### src/rtl/exec_retire_arbiter_pkg.sv
// Shared execution-cluster definitions: opcode classes, field widths and the
// order-queue / retire-port record layouts used by the retire arbiter.
package exec_retire_arbiter_pkg;

    localparam int UNIT_W  = 3;   // wide enough for up to 8 execution units
    localparam int RD_W    = 5;
    localparam int CAUSE_W = 4;

    typedef enum logic [1:0] {
        OP_ALU,
        OP_MUL,
        OP_LSU,
        OP_BRANCH
    } exec_op_e;

    typedef struct packed {
        logic [UNIT_W-1:0] unit;
        logic [RD_W-1:0]   rd;
        logic              reg_write;
    } order_entry_t;

    typedef struct packed {
        logic                valid;
        logic                reg_write;
        logic                exception;
        logic [UNIT_W-1:0]   unit;
        logic [RD_W-1:0]     rd;
        logic [CAUSE_W-1:0]  trap_cause;
    } retire_port_t;

endpackage

### src/rtl/exec_retire_arbiter_fifo.sv
// Generic power-of-two FIFO with occupancy count and synchronous clear;
// push while full is accepted only when a pop happens in the same cycle.
module order_fifo #(
    parameter int DEPTH = 4,
    parameter int WIDTH = 8
) (
    input  logic                     clk,
    input  logic                     rst,
    input  logic                     clr,
    input  logic                     push,
    input  logic [WIDTH-1:0]         din,
    input  logic                     pop,
    output logic [WIDTH-1:0]         dout,
    output logic                     full,
    output logic                     empty,
    output logic [$clog2(DEPTH):0]   count
);
    localparam int AW = $clog2(DEPTH);
    localparam logic [AW:0] FULL_CNT = DEPTH[AW:0];

    logic [WIDTH-1:0] mem_q [DEPTH];
    logic [WIDTH-1:0] mem_d [DEPTH];
    logic [AW-1:0]    wr_ptr_q, wr_ptr_d, rd_ptr_q, rd_ptr_d;
    logic [AW:0]      count_q, count_d;
    logic             do_push, do_pop;

    assign empty   = (count_q == '0);
    assign full    = (count_q == FULL_CNT);
    assign count   = count_q;
    assign dout    = mem_q[rd_ptr_q];
    assign do_pop  = pop && !empty;
    assign do_push = push && (!full || do_pop);

    always_comb begin
        mem_d    = mem_q;
        wr_ptr_d = wr_ptr_q;
        rd_ptr_d = rd_ptr_q;
        count_d  = count_q;
        if (clr) begin
            wr_ptr_d = '0;
            rd_ptr_d = '0;
            count_d  = '0;
        end else begin
            if (do_push) begin
                mem_d[wr_ptr_q] = din;
                wr_ptr_d        = wr_ptr_q + 1'b1;
            end
            if (do_pop)
                rd_ptr_d = rd_ptr_q + 1'b1;
            case ({do_push, do_pop})
                2'b10:   count_d = count_q + 1'b1;
                2'b01:   count_d = count_q - 1'b1;
                default: count_d = count_q;
            endcase
        end
    end

    always_ff @(posedge clk) begin
        if (rst) begin
            wr_ptr_q <= '0;
            rd_ptr_q <= '0;
            count_q  <= '0;
        end else begin
            wr_ptr_q <= wr_ptr_d;
            rd_ptr_q <= rd_ptr_d;
            count_q  <= count_d;
        end
        mem_q <= mem_d;
    end

endmodule

### src/rtl/exec_retire_arbiter.sv
// In-order retire arbiter: records issue order, serves only the unit owning the
// oldest entry, and presents one registered writeback per cycle.
import exec_retire_arbiter_pkg::*;

module exec_retire_arbiter #(
    parameter int NUM_UNITS = 4,
    parameter int DEPTH     = 4,
    parameter int XLEN      = 64,
    localparam int UW       = $clog2(NUM_UNITS),
    localparam int CW       = $clog2(DEPTH) + 1
) (
    input  logic                      clk,
    input  logic                      rst,
    input  logic                      issue_valid,
    input  logic [UW-1:0]             issue_unit,
    input  logic [4:0]                issue_rd,
    input  logic                      issue_reg_write,
    output logic                      issue_ready,
    input  logic [NUM_UNITS-1:0]      unit_valid,
    input  logic [NUM_UNITS-1:0]      unit_exception,
    input  logic [4*NUM_UNITS-1:0]    unit_trap_cause,
    input  logic [XLEN*NUM_UNITS-1:0] unit_result,
    output logic [NUM_UNITS-1:0]      unit_ready,
    output logic                      wb_valid,
    output logic                      wb_reg_write,
    output logic                      wb_exception,
    output logic [4:0]                wb_rd,
    output logic [UW-1:0]             wb_unit,
    output logic [3:0]                wb_trap_cause,
    output logic [XLEN-1:0]           wb_result,
    input  logic                      wb_ready,
    input  logic                      flush,
    output logic [CW-1:0]             occupancy,
    output logic                      protocol_error
);
    order_entry_t     push_entry, head;
    logic             fifo_full, fifo_empty;
    logic [UW-1:0]    head_unit;
    logic             out_free, head_sel, retire;
    logic             issue_fire, issue_bad, push;
    retire_port_t     wb_q, wb_d;
    logic [XLEN-1:0]  wb_result_q, wb_result_d;
    logic             protocol_error_q, protocol_error_d;
    logic             unused_wb_unit;

    assign head_unit   = head.unit[UW-1:0];
    assign out_free    = !wb_q.valid || wb_ready;
    assign head_sel    = !fifo_empty && out_free && !flush;
    assign retire      = head_sel && unit_valid[head_unit];
    // A full queue still takes an issue when the head leaves in the same cycle.
    assign issue_ready = !flush && (!fifo_full || retire);
    assign issue_fire  = issue_valid && issue_ready;
    assign issue_bad   = int'(issue_unit) >= NUM_UNITS;
    assign push        = issue_fire && !issue_bad;
    assign push_entry  = '{unit: UNIT_W'(issue_unit), rd: issue_rd, reg_write: issue_reg_write};

    order_fifo #(
        .DEPTH (DEPTH),
        .WIDTH ($bits(order_entry_t))
    ) u_order_fifo (
        .clk   (clk),
        .rst   (rst),
        .clr   (flush),
        .push  (push),
        .din   (push_entry),
        .pop   (retire),
        .dout  (head),
        .full  (fifo_full),
        .empty (fifo_empty),
        .count (occupancy)
    );

    always_comb begin
        unit_ready = '0;
        if (head_sel)
            unit_ready[head_unit] = 1'b1;
    end

    always_comb begin
        wb_d             = wb_q;
        wb_result_d      = wb_result_q;
        protocol_error_d = protocol_error_q || (issue_fire && issue_bad);
        if (flush) begin
            wb_d.valid = 1'b0;
        end else if (retire) begin
            wb_d.valid      = 1'b1;
            wb_d.unit       = head.unit;
            wb_d.rd         = head.rd;
            wb_d.exception  = unit_exception[head_unit];
            // x0 is never written, and a faulting op never updates its rd.
            wb_d.reg_write  = head.reg_write && (head.rd != '0) && !unit_exception[head_unit];
            wb_d.trap_cause = unit_trap_cause[CAUSE_W*int'(head_unit) +: CAUSE_W];
            wb_result_d     = unit_result[XLEN*int'(head_unit) +: XLEN];
        end else if (wb_ready) begin
            wb_d.valid = 1'b0;
        end
    end

    always_ff @(posedge clk) begin
        if (rst) begin
            wb_q             <= '0;
            wb_result_q      <= '0;
            protocol_error_q <= 1'b0;
        end else begin
            wb_q             <= wb_d;
            wb_result_q      <= wb_result_d;
            protocol_error_q <= protocol_error_d;
        end
    end

    assign wb_valid       = wb_q.valid;
    assign wb_reg_write   = wb_q.reg_write;
    assign wb_exception   = wb_q.exception;
    assign wb_rd          = wb_q.rd;
    assign wb_unit        = wb_q.unit[UW-1:0];
    assign wb_trap_cause  = wb_q.trap_cause;
    assign wb_result      = wb_result_q;
    assign protocol_error = protocol_error_q;
    assign unused_wb_unit = ^wb_q.unit;

endmodule

### config.mk
export PLATFORM = sky130hd
export DESIGN_NAME = exec_retire_arbiter
export DESIGN_NICKNAME = d
export VERILOG_FILES = /design/src/rtl/exec_retire_arbiter_pkg.sv /design/src/rtl/exec_retire_arbiter_fifo.sv /design/src/rtl/exec_retire_arbiter.sv
export SDC_FILE = /design/constraint.sdc
export NUM_CORES = 1
export LEC_CHECK = 0
export ABC_AREA = 0
export CAP_MARGIN = 40
export CORE_AREA = 5 5 146 148
export CTS_BUF_LIST = sky130_fd_sc_hd__clkbuf_8
export DETAILED_ROUTE_END_ITERATION = 10
export DIE_AREA = 0 0 151 153
export PLACE_DENSITY = 0.71
export SLEW_MARGIN = 15
export SYNTH_ARGS = -nofsm -noshare
export SYNTH_HDL_FRONTEND = slang
export SYNTH_SLANG_ARGS = --single-unit
### constraint.sdc
create_clock -name clk -period 5.3 [get_ports clk]
set_input_delay 1.325 -clock clk [delete_from_list [all_inputs] [get_ports clk]]
set_output_delay 1.325 -clock clk [all_outputs]
set_load 0.005 [all_outputs]
# Word level (Yosys, flattened, before mapping)
# Index checks and enable logic that the tools add are counted.
word_totals:
  romBits: 0
  reg_bits: 121
  wordCells: 73
  output_inout_bits: 87
  mem_count: 0
  latch_bits: 0
  ram_bits: 0
op_classes:
  div_mod_pow: 0
  n_shift: 2
  n_reduce_logical: 26
  muxes: 16
  eq_ne: 3
  order_cmp: 5
  add_sub_neg: 4
  multipliers: 0
  bitwise_logic: 3
ops:
  columns: ["operator", "count"]
  rows:
  - ["$shiftx 256x9->64", 1]
  - ["$bwmux 36", 1]
  - ["$bmux 9 s2", 1]
  - ["$demux 9 s2", 1]
  - ["$mux 8", 2]
  - ["$shiftx 16x5->4", 1]
  - ["$logic_and 1x1->1", 11]
  - ["$mux 9", 1]
  - ["$ge 3x3->1 const B", 2]
  - ["$not 2->3", 2]
  - ["$pmux 3 s2", 1]
  - ["$logic_not 1->1", 5]
  - ["$mux 1", 5]
  - ["$reduce_bool 5->1", 1]
  - ["$add 2x1->2 const B", 2]
  - ["$bmux 1 s2", 2]
  - ["$mux 4", 1]
  - ["$reduce_and 2->1", 2]
  - ["$reduce_bool 2->1", 2]
  - ["$add 3x1->3 const B", 1]
  - ["$eq 3x3->1 const B", 1]
  - ["$logic_not 3->1", 1]
  - ["$logic_or 1x1->1", 3]
  - ["$lt 2x3->1 const B", 1]
  - ["other kinds (8)", 8]

# Longest topological paths before layout
depth:
  depth_word: 13
  ltp_mapped: 13
  mapped_depth_nobuf: 11

# By module
# From an unflattened synthesis, not the netlist that was laid out.
hier_totals:
  hier_cells: 538
  area_unflattened_um2: 6979.2
modules_own_cells:
  columns: ["module", "cells_each", "instances", "seq_area_each_um2", "area_per_inst_um2"]
  rows:
  - ["exec_retire_arbiter", 440, 1, 1561.5, 5225.0]
  - ["order_fifo", 98, 1, 1221.2, 1754.2]

# Worst setup path before layout
# OpenSTA, ideal clock, no wires.
synth_path:
  path_kind: "input to output"
  from: "input port flush"
  to: "output port issue_ready"
  arrival_time_ns: 2.680
  slack_ns: 1.295
  cell_stages: 5
  required_ns: 3.975
  cell_sequence: "or4b_1 -> o22a_4 -> buf_6 -> clkbuf_1 -> a31oi_1"
synth_via:
  elab_chain_cells: 5
synth_lines:
  columns: ["item", "line", "rtl"]
  rows:
  - ["from (decl)", "exec_retire_arbiter.sv:32", "input logic flush,"]
  - ["$logic_not 1->1 *", "exec_retire_arbiter.sv:48, exec_retire_arbiter.sv:51", null]
  - ["$logic_and 1x1->1", "exec_retire_arbiter.sv:48", "assign head_sel = !fifo_empty && out_free && !flush;"]
  - ["$logic_and 1x1->1", "exec_retire_arbiter.sv:49", "assign retire = head_sel && unit_valid[head_unit];"]
  - ["$logic_or 1x1->1", "exec_retire_arbiter.sv:51", "assign issue_ready = !flush && (!fifo_full || retire);"]
  - ["$logic_and 1x1->1 *", "exec_retire_arbiter.sv:51", null]
  - ["to (decl)", "exec_retire_arbiter.sv:18", "output logic issue_ready,"]
# Every way passes the cells marked *; elsewhere a longest branch is shown, timed or not.

# Worst setup path after layout
# Ends and elaborated chain as after synthesis.

==> impl_metrics.csv <==
group,metric,value,unit
floorplanning,rows,52,
global_route,grt_pass1_vias,5948,
timing,slew_violations,0,
critical_path,path_cells,"clkdlybuf4s50_1 > or4b_1 > o22a_4 > a31oi_1 > clkdlybuf4s50_1",
routing,drt-total-wl,22730,um
clock_tree,htree_levels,4,
critical_path,cp-end-kind,"primary output",
routing,vias,5685,
clock_tree,clock_latency,440,ps
cells_and_area,area_growth,72.43,%
routing,post_drt_wl_per_cell,19.32,um
routing,drc,0,
global_route,grt_pass1_wl,33420,um
pwr,peakVddDrop,0.1264,mV
critical_path,path_class,"input port to primary output",
critical_path,path_max_fanout,7,
clock_tree,cts.sink_count,117,
pwr,power.static_leakage,3.460,nW
cells_and_area,nFillCells,1822,
clock_tree,cts_resized,0,
timing,setup_viol,0,
global_route,overflow,0,
clock_tree,cts_root_buf,"clkbuf_8",
min_path,worst_hold_path_type,"flop to flop",
critical_path,setup.worst_path.start_class,"input port",
job,maxCapViolCount,0,
clock_tree,numCtsBuffers,17,
timing,min_period,4768,ps
timing,rsz0062_at_grt,"false",
clock_tree,post_cts_buffers,0,
timing,slew_headroom,0.4478,
cells_and_area,num_antenna_cells,0,
critical_path,critPathRequiredTime,3970,ps
yosys,yosysWarningCount,0,
timing,hold_viol_final,0,
clock_tree,clkSlewWorstSetupHoldPaths,80,ps
yosys,ys_ff_latch,117,
yosys,avgSynthCellArea,11.26,um^2
floorplanning,ios,380,
cells_and_area,drive_above_1_share,0.1378,
routing,dr.pass1.iters,4,
yosys,synth.distinct_cells,34,
routing,drtIter0Drc,223,
floorplanning,core,19910,um^2
yosys,synth_cells,534,
floorplanning,die-area,23100,um^2
pwr,finalPower,2.126,mW
clock_tree,cts_buffer_depth,2,
critical_path,crit_slowest_cell,"or4b_1",
critical_path,arrival,3440,ps
clock_tree,hold_buffers,0,
floorplanning,chipWidth,151,um
status,status,"completed",
placed_design,hpwl,18090,um
critical_path,reg2reg_depth,13,
global_route,grt.total_usage,0.1901,
floorplanning,die_h,153,um
routing,ant_nets,0,
yosys,syn_nets,833,
yosys,yosys_most_used_dff,"dfxtp_1",
cells_and_area,layout_commonest_cell,"clkdlybuf4s50_1",
cells_and_area,final_cell_mix,"clkdlybuf4s50_1 (377), nand2_1 (153), dfxtp_1 (85)",
global_route,grt_max_degree,77,
yosys,synth_area,6013,um^2
placed_design,portBuffers,378,
critical_path,slowest_delay,650,ps
cells_and_area,final_core_util,0.5208,
timing,tightest_slew,828.3,ps
timing,tns,0,ps
timing,max_freq,209.7,MHz
pwr,power_density,205.0,nW/um^2
min_path,hold_path_depth,2,
placed_design,place_congestion,0.8547,
critical_path,worst_path_most_repeated_cell,"clkdlybuf4s50_1",
yosys,synth_edf_count,32,
clock_tree,cts_tree,"yes",
cells_and_area,nets,1193,
timing,finalCritPeriodShare,0.8996,
floorplanning,start_util,0.3020,
global_route,grt_antenna_before_repair,0,
yosys,async_flop_share,0,
timing,clock_skew,17.45,ps
yosys,ys_seq_area_frac,0.4428,
cells_and_area,stdcell_area,10370,um^2
routing,vias_per_cell,4.830,
placed_design,dpl-instance-area,9997,um^2
-- cell families after synthesis --
kind of cell	count (synthesis)	share of synthesized area
mux	82	0.2969
other cells	1	0.0006236
fa+ha+maj	6	0.01373
compound gates	87	0.07719
simple gates	182	0.1207
buf+inv	56	0.04369
flops	117	0.4428
xor+xnor	3	0.004370
-- report_power, final --
| group | internal (mW) | total, mW | switching, mW |
|---|---|---|---|
| sequential | 0.930 | 0.936 | 0.00620 |
| clock | 0.345 | 0.771 | 0.426 |
| combinational | 0.297 | 0.418 | 0.122 |
| total | 1.57 | 2.13 | 0.554 |
-- critical path: cells and delay by family --
family / cells / cell delay, ps
buf+inv: 2 / 1080
compound gates: 2 / 390
simple gates: 1 / 650
-- metal layers --
layer / part of all wire / vias to the layer above / track usage
met5: 0 / - / 0
met4: 0.017 / 0 / 0.05225
met3: 0.098 / 29 / 0.06396
met2: 0.52 / 252 / 0.3401
met1: 0.37 / 2745 / 0.2141
li1: - / 2659 / -
-- worst paths after layout --
kind	from	end	slack, ps
worst max register to register	u_order_fifo.rd_ptr_q[1]$_SDFFE_PP0P_	u_order_fifo.count[2]$_SDFFE_PP0P_	1010
worst min-delay path	wb_reg_write$_SDFFE_PP0P_	wb_reg_write$_SDFFE_PP0P_	450
worst min register to register	wb_reg_write$_SDFFE_PP0P_	wb_reg_write$_SDFFE_PP0P_	450
worst max-delay path	flush	issue_ready	530
-- cells in the mapped netlist, types with 4 or more instances --
master | n | area share
mux2i_1 | 4 | 0.0067
mux4_2 | 77 | 0.29
nand2_1 | 153 | 0.096
clkbuf_1 | 24 | 0.015
edfxtp_1 | 32 | 0.16
buf_2 | 11 | 0.0092
a21oi_1 | 79 | 0.066
nor2_1 | 15 | 0.0094
buf_4 | 4 | 0.0050
and2_1 | 4 | 0.0042
ha_1 | 5 | 0.010
inv_1 | 9 | 0.0056
dfxtp_1 | 85 | 0.28
-- sequential cells by signal, indices dropped and copies added (netlist names) --
| name | count |
|---|---|
| u_order_fifo.count | 3 |
| u_order_fifo.mem_q | 32 |
| u_order_fifo.rd_ptr_q | 2 |
| u_order_fifo.wr_ptr_q | 2 |
| wb_exception | 1 |
| wb_rd | 5 |
| wb_reg_write | 1 |
| wb_result | 64 |
| wb_trap_cause | 4 |
| wb_unit | 2 |
| wb_valid | 1 |
-- per-stage QoR --
stage	hold WS, ps	cells	worst slack (ps)
2_1_floorplan	448.2	534	1295
3_3_place_gp	439.8	1144	425.6
3_5_place_dp	445.6	1145	408.1
4_1_cts	456.6	1177	536.4
5_1_grt	470.4	1177	480.1
6_report	449.9	1177	532.1
-- cell type report --
class,count,area (um^2),share of cell area
repair buffers,387,3866,0.3729
multi-input cells,361,3093,0.2983
flip-flops and latches,117,2663,0.2568
well taps,270,337.8,0.03258
clock buffers,17,234.0,0.02257
clock inverters,15,137.6,0.01327
inverters,10,37.54,0.003620
Note: power is estimated with default switching activity, not from simulation.
